## src/rtl/fwd_source_tracker.sv

```systemverilog
// fwd_source_tracker
//   Producer side of the operand-forwarding bus. Each issue pipe owns a short
//   shift register of in-flight results (m1 -> m2 -> wb). Every entry is
//   published on forwarding_bus_o so consumers can match source registers.
//   Results that are not final when they leave ex (loads, multiplies) are
//   marked not-ready. They are completed when the late result arrives at
//   LATE_STAGE. pending_o lists registers whose value is still unknown.
//
// Ports
//   clk              clock
//   rst_n            synchronous active-low reset
//   stall_i          hold all entries in place
//   flush_i          kill the uncommitted (m1) entries
//   ex_valid_i       per pipe: instruction leaving ex writes a register
//   ex_addr_i        per pipe: destination register
//   ex_data_i        per pipe: ex result
//   ex_ready_i       per pipe: ex_data_i is final
//   late_valid_i     per pipe: late result for the entry at LATE_STAGE
//   late_data_i      per pipe: late result value
//   forwarding_bus_o [pipe][stage] = {valid, ready, addr[4:0], data}
//                    stage STAGE_NUM-1 = m1 (youngest), stage 0 = wb (oldest)
//   pending_o        bit r set if a valid, not-ready entry targets r

module fwd_source_tracker #(
  parameter int DATA_WIDTH = 32,
  parameter int STAGE_NUM  = 3,
  parameter int PIPE_NUM   = 2,
  parameter int LATE_STAGE = 1
) (
  input  logic                                              clk,
  input  logic                                              rst_n,
  input  logic                                              stall_i,
  input  logic                                              flush_i,
  input  logic [PIPE_NUM-1:0]                               ex_valid_i,
  input  logic [PIPE_NUM-1:0][4:0]                          ex_addr_i,
  input  logic [PIPE_NUM-1:0][DATA_WIDTH-1:0]               ex_data_i,
  input  logic [PIPE_NUM-1:0]                               ex_ready_i,
  input  logic [PIPE_NUM-1:0]                               late_valid_i,
  input  logic [PIPE_NUM-1:0][DATA_WIDTH-1:0]               late_data_i,
  output logic [PIPE_NUM-1:0][STAGE_NUM-1:0][DATA_WIDTH+6:0] forwarding_bus_o,
  output logic [31:0]                                       pending_o
);

  typedef struct packed {
    logic                  valid;
    logic                  ready;
    logic [4:0]            addr;
    logic [DATA_WIDTH-1:0] data;
  } forwarding_data_t;

  forwarding_data_t [PIPE_NUM-1:0][STAGE_NUM-1:0] entry_q;
  forwarding_data_t [PIPE_NUM-1:0][STAGE_NUM-1:0] entry_d;
  logic             [PIPE_NUM-1:0]                late_hit;

  // A late result only completes a live entry that is still waiting for it;
  // anything else on late_valid_i is dropped.
  always_comb begin
    late_hit = '0;
    for (int p = 0; p < PIPE_NUM; p++) begin
      late_hit[p] = late_valid_i[p] && entry_q[p][LATE_STAGE].valid &&
                    !entry_q[p][LATE_STAGE].ready;
    end
  end

  // Next-state of the whole tracker. While stalled, entries stay put and only
  // in-place updates happen (flush kills m1, late data completes LATE_STAGE).
  // Otherwise everything shifts one stage towards wb. The late result and the
  // flush are applied to the entry as it moves so the new stage carries them.
  always_comb begin
    entry_d = entry_q;
    for (int p = 0; p < PIPE_NUM; p++) begin
      if (stall_i) begin
        if (flush_i) begin
          entry_d[p][STAGE_NUM-1].valid = 1'b0;
        end
        if (late_hit[p]) begin
          entry_d[p][LATE_STAGE].data  = late_data_i[p];
          entry_d[p][LATE_STAGE].ready = 1'b1;
        end
      end else begin
        for (int s = 0; s < STAGE_NUM - 1; s++) begin
          entry_d[p][s] = entry_q[p][s+1];
          if ((s + 1 == LATE_STAGE) && late_hit[p]) begin
            entry_d[p][s].data  = late_data_i[p];
            entry_d[p][s].ready = 1'b1;
          end
          if ((s == STAGE_NUM - 2) && flush_i) begin
            entry_d[p][s].valid = 1'b0;
          end
        end
        // r0 is hard-wired zero, so writes to it never need forwarding.
        entry_d[p][STAGE_NUM-1].valid = ex_valid_i[p] && (ex_addr_i[p] != 5'd0) &&
                                        !flush_i;
        entry_d[p][STAGE_NUM-1].ready = ex_ready_i[p];
        entry_d[p][STAGE_NUM-1].addr  = ex_addr_i[p];
        entry_d[p][STAGE_NUM-1].data  = ex_data_i[p];
      end
    end
  end

  // Reset wins over stall and flush and discards every in-flight entry.
  always_ff @(posedge clk) begin
    if (!rst_n) begin
      entry_q <= '0;
    end else begin
      entry_q <= entry_d;
    end
  end

  assign forwarding_bus_o = entry_q;

  // Registers still waiting on a late result; issue stalls on these.
  always_comb begin
    pending_o = '0;
    for (int p = 0; p < PIPE_NUM; p++) begin
      for (int s = 0; s < STAGE_NUM; s++) begin
        if (entry_q[p][s].valid && !entry_q[p][s].ready) begin
          pending_o[entry_q[p][s].addr] = 1'b1;
        end
      end
    end
    pending_o[0] = 1'b0;
  end

  // A not-ready result reaching wb means the late data never arrived.
  for (genvar p = 0; p < PIPE_NUM; p++) begin : g_wb_check
    wb_ready_check : assert property (@(posedge clk) disable iff (!rst_n)
      !(entry_q[p][0].valid && !entry_q[p][0].ready));
  end

endmodule

```

## config.mk

```make
export PLATFORM = sky130hd
export DESIGN_NAME = fwd_source_tracker
export DESIGN_NICKNAME = d
export VERILOG_FILES = /design/src/rtl/fwd_source_tracker.sv
export SDC_FILE = /design/constraint.sdc
export NUM_CORES = 1
export LEC_CHECK = 0
export BUFFER_PORTS_ARGS = -buffer_cell sky130_fd_sc_hd__buf_4
export CORE_ASPECT_RATIO = 0.7
export CORE_MARGIN = 2
export CORE_UTILIZATION = 31
export CTS_CLUSTER_SIZE = 30
export DETAILED_ROUTE_END_ITERATION = 6
export PLACE_DENSITY = 0.64
export SYNTH_ARGS = -nofsm -noshare
export SYNTH_HDL_FRONTEND = slang
export SYNTH_SLANG_ARGS = --single-unit
```

## constraint.sdc

```tcl
create_clock -name clk -period 2.64 [get_ports clk]
set_input_delay 0.264 -clock clk [delete_from_list [all_inputs] [get_ports clk]]
set_output_delay 0.264 -clock clk [all_outputs]
set_load 0.02 [all_outputs]
```

# Word level (Yosys, flattened, before mapping)
# Cells that the tools add are included.
[totals] out_inout_bits=266 inputBits=148 register_bits=234 elab_cells=100
[classes] n_bitwise=5 mux=30 order_cmp=12 n_reduce_logical=29
[ops] operator="$mux 32" count=10
[ops] operator="$or 32x32->32" count=5
[ops] operator="$lt 5x6->1 const B" count=6
[ops] operator="$demux 1 s5" count=6
[ops] operator="$ge 5x1->1 const B" count=6
[ops] operator="$logic_and 1x1->1" count=20
[ops] operator="$mux 1" count=14
[ops] operator="$reduce_bool 5->1" count=2
[ops] operator="$logic_not 1->1" count=7

# Depth between registers and ports, before layout
# Gate-level depths: netlist (run 1).
[depth] depth_word=15 depth_mapped=7 ltp_nobuf=3

# Least setup slack after synthesis (run 1)
# OpenSTA, ideal clock, no wires.
[synth_path] path_type="register -> output" from="reg entry_q (netlist bit forwarding_bus_o[192])" to="out pending_o[3]" required_ns=2.376 path_buffers=1 path_slack_ns=0.873 t_arrival_ns=1.503 stages_incl_launch_ff=5 path_cell_list="dfxtp_1 buf_2 nor3_1 nor2b_1 or4_1"
[synth_via] elab_chain_cells=8 word_cells_on_any_way=9 classes_between="order compare (2); mux (4); bitwise (2); reduce/logical (1)"
[synth_rtl] item="from (decl)" line_no="51" text="forwarding_data_t [PIPE_NUM-1:0][STAGE_NUM-1:0] entry_q;"
[synth_rtl] item="from (signal assigned)" line_no="106" text="entry_q <= entry_d;"
[synth_rtl] item="$lt 5x6->1 (not written as such) / $ge 5x1->1 (equally long branches)" line_no="118" text="pending_o[entry_q[p][s].addr] = 1'b1;"
[synth_rtl] item="$logic_and 1x1->1 (not written as such)" line_no="118"
[synth_rtl] item="$mux 1 (not written as such)" line_no="118"
[synth_rtl] item="$demux 1 s5 *" line_no="118"
[synth_rtl] item="$or 32x32->32 (no source line) *"
[synth_rtl] item="$mux 32 *" line_no="117" text="if (entry_q[p][s].valid && !entry_q[p][s].ready) begin"
[synth_rtl] item="$or 32x32->32 (no source line)"
[synth_rtl] item="$mux 32 *" line_no="117"
[synth_rtl] item="to (decl)" line_no="41" text="output logic [31:0] pending_o"
# Every way passes the cells marked *; elsewhere a longest branch is shown, timed or not.

# Worst setup path in the final report (run 1)
[layout_path] from="reg entry_q (netlist bit forwarding_bus_o[232])" to="out pending_o[3]"
[layout_via] elab_chain_cells=3
[layout_rtl] item="$logic_not 1->1" line_no="117"
[layout_rtl] item="$logic_and 1x1->1" line_no="117"
[layout_rtl] item="$mux 32" line_no="117"
# Every way passes these cells.

==> results.cfg, run 1 <==
[global_routing]
grt_pass1_wl_mm = 61.5
grt_pass1_vias = 10300
grt_use_met2_pct = 34.1
busiest_layer = met2
grtUsageTotal_pct = 20.3
grt_overflow = 0
use_met3_pct = 5.46
grt_start_max_net_pins = 86
antenna_found_initial = 1
grt_util_met1_pct = 25.8

[detailed_routing]
avgRoutedWirePerCell_um = 19.9
drt_iter0_markers = 527
drtAntennaViolNets = 0
vias_per_cell = 5.13
drt_first_pass_iters = 5
routed_wl_mm = 40.9
vias = 10500
drc = 0

[power]
leakagePower_uw = 0.00780
pwr-share-clk_pct = 40.5
p_sw_share_pct = 26.4
switchingPower_uw = 2430
cell_internal_pwr_uw = 6800
pwr-share-comb_pct = 17.0
pwr_density_cell_nw_per_um2 = 556
ir_worst_vdd_mv = 0.438
seq_power_share_pct = 42.4

[die]
die_w_um = 234
dieArea_um2 = 38500
ios = 414
rows = 58
start_util_pct = 31.7
fp.dieH_um = 165
core-area_um2 = 36100

[cells_and_area]
utilization_pct = 46.0
largest_register_ffs = 234
drive_gt1_share_pct = 39.5
nets = 1703
area_growth_pct = 45.0

[clock_tree]
cts_max_level = 1
clock_sink_count = 234
cts_tree = done
insertion_delay_ns = 0.54
clock_path_buffers = 3
cts_buffers = 25
clk_pin_slew_ns = 0.06
cts-root-buf = clkbuf_16

[worst_setup_path]
worst_setup_path_start_kind = register
r2r-start = forwarding_bus_o[194]$_SDFFE_PN0N_
end_kind = output pin
cp_max_fo = 10
required_ns = 2.38
crit_type = reg2out
reg2reg_to = forwarding_bus_o[165]$_SDFF_PN0_
r2r_cells = 4
arrival_ns = 2.28
ff2ff_setup_slack_ns = 0.65

[sta]
final_max_slew_viol_count = 0
clock_skew_ns = 0.00937
max_freq_mhz = 392
fin_hold_ws_ns = 0.0417
worst_slew_pin_slew_ns = 0.657
period_share_pct = 96.5
relSlewSlack_pct = 56.1
setup_viol = 0
period_minus_slack_ns = 2.55
finalHoldViolCount = 0

[synthesis]
synthTopCellsByCount = 234 x dfxtp_1, 132 x o21ai_0, 108 x mux2i_1, 108 x nor2b_1, 63 x o21ba_1
synth_top_cell_by_area = dfxtp_1
synth_edf_count = 0
synth_area_leaders = dfxtp_1 41%, mux2i_1 9.4%, nor2b_1 5.9%
avgSynthCellArea_um2 = 10.3
synth_cell_types = 38
synth.yosys.seq_area_share_pct = 40.9
synth_most_common_cell = dfxtp_1
netlist_area_um2 = 11500
synthArstFlopShare_pct = 0
syn_inst = 1116
ys_seq_elements = 234
yosys_warnings = 0
synth_top_area_share_pct = 40.9
syn_nets = 1264
synthFlopType = dfxtp_1

[min_path]
min-delay-path-class = in2reg
hold_path_end = forwarding_bus_o[7]$_SDFFE_PN0N_
hold_path.startpoint = late_data_i[7]
hold_depth = 3

[job]
maxCapViolCount = 0

[placement]
post-dp-hpwl_mm = 29.4
io_buffers = 412
place.gp.congestion = 1.00

[status]
status = complete, no violations
[cells by family (layout without fill, tap and decap cells)]
logic type / after synthesis / count (layout) / share of synthesized area, %
muxes: 162 / 162 / 16.0
other: 1 / 2 / 0.0327
and+or+nand+nor: 261 / 261 / 16.7
DFF: 234 / 234 / 40.9
buffers and inverters: 101 / 559 / 4.56
AOI/OAI and AO/OA: 357 / 357 / 21.8
[worst max-delay path by stage]
| stage | startpoint | endpoint | slack [ns] | cells after the start |
|---|---|---|---|---|
| finish | forwarding_bus_o[232]$_SDFFE_PN0N_ | pending_o[3] | 0.09 | 4 |
| global route | forwarding_bus_o[193]$_SDFF_PN0_ | pending_o[3] | -0.002 | 4 |
| CTS | forwarding_bus_o[154]$_SDFFE_PN0N_ | pending_o[3] | 0.03 | 4 |
| detailed placement | forwarding_bus_o[153]$_SDFFE_PN0N_ | pending_o[17] | 0.61 | 4 |
| global placement | forwarding_bus_o[153]$_SDFFE_PN0N_ | pending_o[17] | 0.60 | 4 |
| floorplan | forwarding_bus_o[192]$_SDFFE_PN0N_ | pending_o[3] | 0.87 | 4 |
[area by class of cell]
| class | instances | area (um2) |
|---|---|---|
| Antenna cell | 1 | 2.50 |
| Clock buffer | 37 | 741 |
| Clock inverter | 9 | 130 |
| Fill cell | 3481 | 19500 |
| Inverter | 1 | 6.26 |
| Multi-Input combinational cell | 781 | 6300 |
| Sequential cell | 234 | 4690 |
| Tap cell | 480 | 601 |
| Timing Repair Buffer | 512 | 4140 |
[layer usage]
metal | vias to the layer above | part of all wire (%)
li1 | 4997 | -
met5 | - | 0
met3 | 54 | 8.3
met1 | 5092 | 42
met4 | 0 | 2.0
met2 | 404 | 47
[placed cells by master, fill, tap and decap left out, types with 4 or more instances in the layout]
cell / count
buf_4: 427
dfxtp_1: 230
o21ai_0: 132
nor2b_1: 108
mux2i_1: 108
dlygate4sd3_1: 75
o21ba_1: 63
o22ai_1: 58
o21ba_2: 45
mux2_4: 39
a22oi_1: 33
clkbuf_16: 25
a21oi_1: 24
or3_1: 20
nand3b_1: 18
nand3_1: 17
nor3b_1: 15
mux2_2: 15
or3b_2: 12
and4bb_2: 12
nand4bb_1: 9
buf_12: 8
clkbuf_8: 7
or4_1: 6
nor3_1: 6
nand2_1: 6
nor3b_2: 5
clkbuf_1: 5
or4b_1: 4
dfxtp_2: 4
[critical path: stages (launching register included)]
cell      delay (ns)
dfxtp_1         0.55
nand4b_1        0.37
nor2b_1         0.10
or4_1           0.54
buf_4           0.19
[power groups by stage]
| stage | combinational (uW) | clock (uW) | sequential (uW) |
|---|---|---|---|
| after floorplan | 610 | 0 | 4170 |
| after global placement | 1470 | 0 | 3980 |
| after detailed placement | 1490 | 0 | 3990 |
| after CTS | 1580 | 3860 | 3910 |
| after global routing | 1680 | 4000 | 3940 |
| final | 1570 | 3740 | 3920 |
[through the flow]
step | cells | TNS [ns] | total power, uW | setup WS (ns) | instance area, um2
after floorplan | 1116 | 0 | 4780 | 0.873 | 11500
after global placement | 1932 | 0 | 5450 | 0.600 | 14900
after detailed placement | 1932 | 0 | 5470 | 0.611 | 14900
after CTS | 2053 | 0 | 9350 | 0.0300 | 16500
after global routing | 2055 | -0.00243 | 9630 | -0.00243 | 16600
final | 2055 | 0 | 9230 | 0.0913 | 16600
[what timing repair did]
action,in CTS,in global routing
hold buffers,75,0
endpoints found under the hold margin,75,0
resized for setup,0,13
setup buffers,0,1
endpoints found under the setup margin,0,10
No activity file was read; power rests on OpenSTA's default activity.
==> run 2: changes to the inputs <==
- ABC_AREA: default -> 1
==> run 2 against run 1 <==
Against the previous run: routed wire length rose by 24%; flip-flop and latch count stayed put; combinational power grew 28%; critical path type unchanged; synthesized area increased by 1.3%; clock skew increased by 0.0062 ns.
==> results.cfg, run 2 <==
[cells_and_area]
nFillCells = 3760
nets = 2483
diodes = 0
largest_register_ffs = 234
final_cell_area_um2 = 16900
mostFrequentLayoutCells = 428 x nor2_1, 422 x buf_4, 396 x nand2_1
area_growth_pct = 45.9
mostFrequentLayoutCell = nor2_1
drive_gt1_share_pct = 21.9

[sta]
finalSetupTns_ns = 0
fin_ws_ns = 0.0686
max_freq_mhz = 389
rsz0062_at_grt = no
final_max_slew_viol_count = 0
relSlewSlack_pct = 44.0
setup_viol = 0
clock_skew_ns = 0.0156
finalHoldViolCount = 0
worst_slew_pin_slew_ns = 0.840
period_share_pct = 97.4
period_minus_slack_ns = 2.57

[die]
rows = 59
dieArea_um2 = 39000
ios = 414
start_util_pct = 31.4
die_w_um = 235
core-area_um2 = 37000
fp.dieH_um = 166

[placement]
place_area_um2 = 15000
post-dp-hpwl_mm = 36.9
pre_cts_ws_ns = 0.607
io_buffers = 412
place.gp.congestion = 1.05

[detailed_routing]
drt_iter0_markers = 1128
avgRoutedWirePerCell_um = 17.8
drt_first_pass_iters = 6
routed_wl_mm = 50.6
drtAntennaViolNets = 0
vias = 13600
vias_per_cell = 4.78
drc = 0

[clock_tree]
clk_pin_slew_ns = 0.06
cts_max_level = 1
cts-root-buf = clkbuf_16
cts_tree = done
insertion_delay_ns = 0.55
cts_setup_buffers = 0
cts_buffers = 27
clock_path_buffers = 3
clock_sink_count = 234

[worst_setup_path]
r2r-start = forwarding_bus_o[77]$_SDFFE_PN0N_
reg2reg_to = forwarding_bus_o[7]$_SDFFE_PN0N_
crit_type = reg2out
arrival_ns = 2.31
r2r_cells = 8
ff2ff_setup_slack_ns = 0.57
end_kind = output pin
worst_setup_path_start_kind = register
cp_max_fo = 7
required_ns = 2.38

[job]
maxCapViolCount = 0

[synthesis]
yosys_warnings = 0
synth_cell_types = 27
synth_most_common_cell = nor2_1
synth_area_leaders = dfxtp_1 40%, nor2_1 14%, nand2_1 13%
synth_top_cell_by_area = dfxtp_1
synth_edf_count = 0
synthArstFlopShare_pct = 0
syn_inst = 1859
avgSynthCellArea_um2 = 6.24
syn_nets = 2007
ys_seq_elements = 234
synth_top_area_share_pct = 40.4
synthFlopType = dfxtp_1
synth.yosys.seq_area_share_pct = 40.4
synthTopCellsByCount = 429 x nor2_1, 396 x nand2_1, 234 x dfxtp_1, 229 x inv_1, 190 x nand3_1
netlist_area_um2 = 11600

[global_routing]
grt_overflow = 0
grt_pass1_wl_mm = 77.1
grt_start_max_net_pins = 130
grt_pass1_vias = 12800
antenna_found_initial = 1
grtUsageTotal_pct = 24.8

[min_path]
hold_path.startpoint = late_data_i[21]
hold_depth = 5
min-delay-path-class = in2reg
hold_path_end = forwarding_bus_o[60]$_SDFF_PN0_

[power]
leakagePower_uw = 0.00898
ir_worst_vdd_mv = 0.393
pwr_density_cell_nw_per_um2 = 562

[status]
status = complete, no violations
==> run 2: cell type report <==
class / count / area (um2) / share of cell area [%]
clock buffer: 39 / 731 / 4.32
clock inverter: 5 / 60.1 / 0.355
inverter: 235 / 893 / 5.28
multi-input combinational: 1300 / 5570 / 32.9
sequential: 234 / 4680 / 27.7
tap: 488 / 611 / 3.61
timing repair buffer: 537 / 4370 / 25.8
==> run 2: metrics by stage <==
step                      util, %  std cells  hold WS (ns)  total power, uW
after floorplan                 -       1859         0.416             5040
after global placement       40.7       2685         0.462             5890
after detailed placement     40.7       2685         0.466             5910
after CTS                    45.7       2838      0.000275             9600
after global routing         45.8       2838        0.0321             9940
final                        45.8       2838        0.0268             9510
==> run 2: cell families after synthesis <==
logic type             Yosys count  synth area share, %
AO/OA/AOI/OAI                  230                 10.0
flip-flops                     234                 40.4
other                            1               0.0323
AND/OR/NAND/NOR               1069                 37.9
buffers and inverters          325                 11.6
==> run 2: worst max-delay path, cell delays in order, from the launching register on <==
cell     delay (ns)
dfxtp_1        0.45
inv_1          0.14
nor2_1         0.46
nand4_1        0.29
nand2_1        0.12
nor2_1         0.05
nand2_1        0.09
buf_4          0.14
==> run 2: how the worst max path moves through the flow <==
stage	cells after the start	end	from	slack, ns
detailed placement	8	forwarding_bus_o[31]$_SDFFE_PN0N_	forwarding_bus_o[77]$_SDFFE_PN0N_	0.61
global route	7	pending_o[24]	forwarding_bus_o[116]$_SDFF_PN0_	0.005
global placement	7	pending_o[28]	forwarding_bus_o[112]$_SDFFE_PN0N_	0.69
CTS	7	pending_o[19]	forwarding_bus_o[77]$_SDFFE_PN0N_	0.06
floorplan	6	pending_o[9]	forwarding_bus_o[77]$_SDFFE_PN0N_	1.06
finish	7	pending_o[28]	forwarding_bus_o[112]$_SDFFE_PN0N_	0.07
==> run 2: per-layer routing <==
metal / part of all wire [%] / track usage, % / vias up
met5: 0.020 / 0 / -
met1: 46 / 35.3 / 6196
met2: 44 / 38.7 / 561
met3: 7.5 / 4.17 / 87
li1: - / - / 6715
met4: 2.9 / 6.93 / 2
==> run 2: what timing repair did <==
item	in CTS	in global routing
hold endpoints to repair	129	0
hold buffers	109	0
endpoints found under the setup margin	0	7
resized for setup	0	3
==> run 2: power by group <==
group / leakage [uW] / switching, uW / internal [uW]
sequential: 0.00194 / 203 / 3780
clock: 0.000380 / 1520 / 2000
combinational: 0.00666 / 1180 / 829
==> run 3: changes to the inputs <==
- CORE_ASPECT_RATIO: 0.7 -> 2
==> run 3 against run 2 <==
Against the previous run: flip-flop and latch count did not move; first-iteration DRC count fell by 37%; sequential power barely moved; worst setup slack improved by 0.086 ns; maximum frequency up 3.5%; design area is essentially flat; critical endpoint is now pending_o[24]; largest cell class unchanged; highest routed layer is now met4.
==> results.cfg, run 3 (synthesis results as in run 2) <==
[status]
status = complete, no violations

[placement]
place.gp.congestion = 0.999
place_area_um2 = 15100
post-dp-hpwl_mm = 39.5
io_buffers = 412

[detailed_routing]
avgRoutedWirePerCell_um = 18.6
vias = 13800
drt_iter0_markers = 710
drt_first_pass_iters = 5
vias_per_cell = 4.89
drtAntennaViolNets = 0
drc = 0
routed_wl_mm = 52.4

[clock_tree]
cts_setup_buffers = 0
cts-root-buf = clkbuf_16
cts_buffers = 24
clock_path_buffers = 3
cts_max_level = 1
insertion_delay_ns = 0.54
cts_tree = done
clock_sink_count = 234
clk_pin_slew_ns = 0.07

[worst_setup_path]
reg2reg_to = forwarding_bus_o[49]$_SDFF_PN0_
crit_type = reg2out
required_ns = 2.38
ff2ff_setup_slack_ns = 0.68
worstSetupStartpoint = forwarding_bus_o[116]$_SDFF_PN0_
worst_setup_path_start_kind = register
cp_max_fo = 6
r2r_cells = 8
arrival_ns = 2.22
r2r-start = forwarding_bus_o[77]$_SDFFE_PN0N_
endpoint = pending_o[24]
end_kind = output pin

[sta]
finalHoldViolCount = 0
clock_skew_ns = 0.0136
max_freq_mhz = 402
rsz0062_at_grt = no
worst_slew_pin_slew_ns = 0.779
period_share_pct = 94.1
period_minus_slack_ns = 2.49
setup_viol = 0
final_max_slew_viol_count = 0
relSlewSlack_pct = 47.9
fin_hold_ws_ns = 0.0317
finalSetupTns_ns = 0

[cells_and_area]
largest_register_ffs = 234
mostFrequentLayoutCells = 429 x nor2_1, 428 x buf_4, 396 x nand2_1
final_cell_area_um2 = 16900
diodes = 0
mostFrequentLayoutCell = nor2_1
nets = 2485
drive_gt1_share_pct = 22.5
area_growth_pct = 46.0

[min_path]
min-delay-path-class = in2reg

[power]
total_power_uw = 9450
ir_worst_vdd_mv = 0.475
leakagePower_uw = 0.00903
pwr_density_cell_nw_per_um2 = 558

[die]
fp.dieH_um = 278
core-area_um2 = 37000
rows = 100
ios = 414
dieArea_um2 = 39100
die_w_um = 141
start_util_pct = 31.3

[global_routing]
busiest_layer = met2
grt_start_max_net_pins = 107
use_met3_pct = 3.64
grtUsageTotal_pct = 25.7
grt_overflow = 0
antenna_found_initial = 0
grt_pass1_vias = 13400
grt_use_met2_pct = 49.4
grt_pass1_wl_mm = 77.4
grt_util_met1_pct = 24.3

[job]
maxCapViolCount = 0
## run 3: changes by cell type in the layout (fill, tap and decap cells not counted), moves of 2 or more
cell	change
clkbuf_1	-8
buf_4	+6
clkinv_2	+6
dlygate4sd3_1	-3
buf_12	+2
clkinv_4	+2
clkbuf_16	-3
clkbuf_8	+3
## run 3: critical path, cell delays in order (launching register included)
cell and delay [ns]:
dfxtp_1 0.44, inv_1 0.06, nor2_1 0.25, nand3_1 0.36, o21ai_0 0.31, inv_1 0.06, nand2_1 0.06, buf_4 0.14
## run 3: worst min-delay path by stage
stage	from	cells after the start	end	slack [ns]
2_1_floorplan	ex_data_i[31]	2	forwarding_bus_o[109]$_SDFFE_PN0N_	0.42
3_3_place_gp	forwarding_bus_o[91]$_SDFFE_PN0N_	2	forwarding_bus_o[91]$_SDFFE_PN0N_	0.46
3_5_place_dp	forwarding_bus_o[91]$_SDFFE_PN0N_	2	forwarding_bus_o[91]$_SDFFE_PN0N_	0.47
4_1_cts	late_data_i[0]	5	forwarding_bus_o[39]$_SDFF_PN0_	0.001
5_1_grt	late_data_i[16]	5	forwarding_bus_o[16]$_SDFFE_PN0N_	0.02
6_report	late_data_i[30]	5	forwarding_bus_o[69]$_SDFF_PN0_	0.03
## run 3: timing repair
action | 4_1_cts | 5_1_grt
setup endpoints to repair | 0 | 3
gates resized for setup | 0 | 2
hold buffers | 106 | 0
endpoints found under the hold margin | 124 | 0
## run 3: layer usage
metal / wire length, um / part of all wire (%) / up-vias
li1: - / - / 6708
met1: 17200 / 33 / 6348
met4: 4360 / 8.3 / 0
met3: 2760 / 5.3 / 166
met2: 28000 / 54 / 551
met5: 0 / 0 / -
## run 3: area by class of cell
cell class,count,area (um2)
Clock buffer,31,667
Clock inverter,13,115
Fill cell,3787,20100
Inverter,235,893
Multi-Input combinational cell,1300,5570
Sequential cell,234,4680
Tap cell,459,574
Timing Repair Buffer,542,4430
## run 3: power by group
part           switching [uW]  internal, uW  total, uW
clock                    1550          1900       3450
combinational            1190           832       2020
sequential                206          3780       3980
## run 3: stage by stage
stage,worst slack (ns),utilization [%],std cells
4_1_cts,0.0962,45.7,2814
3_5_place_dp,0.663,40.7,2664
5_1_grt,0.00429,45.7,2814
3_3_place_gp,0.651,40.7,2664
2_1_floorplan,1.06,-,1859
6_report,0.155,45.7,2814
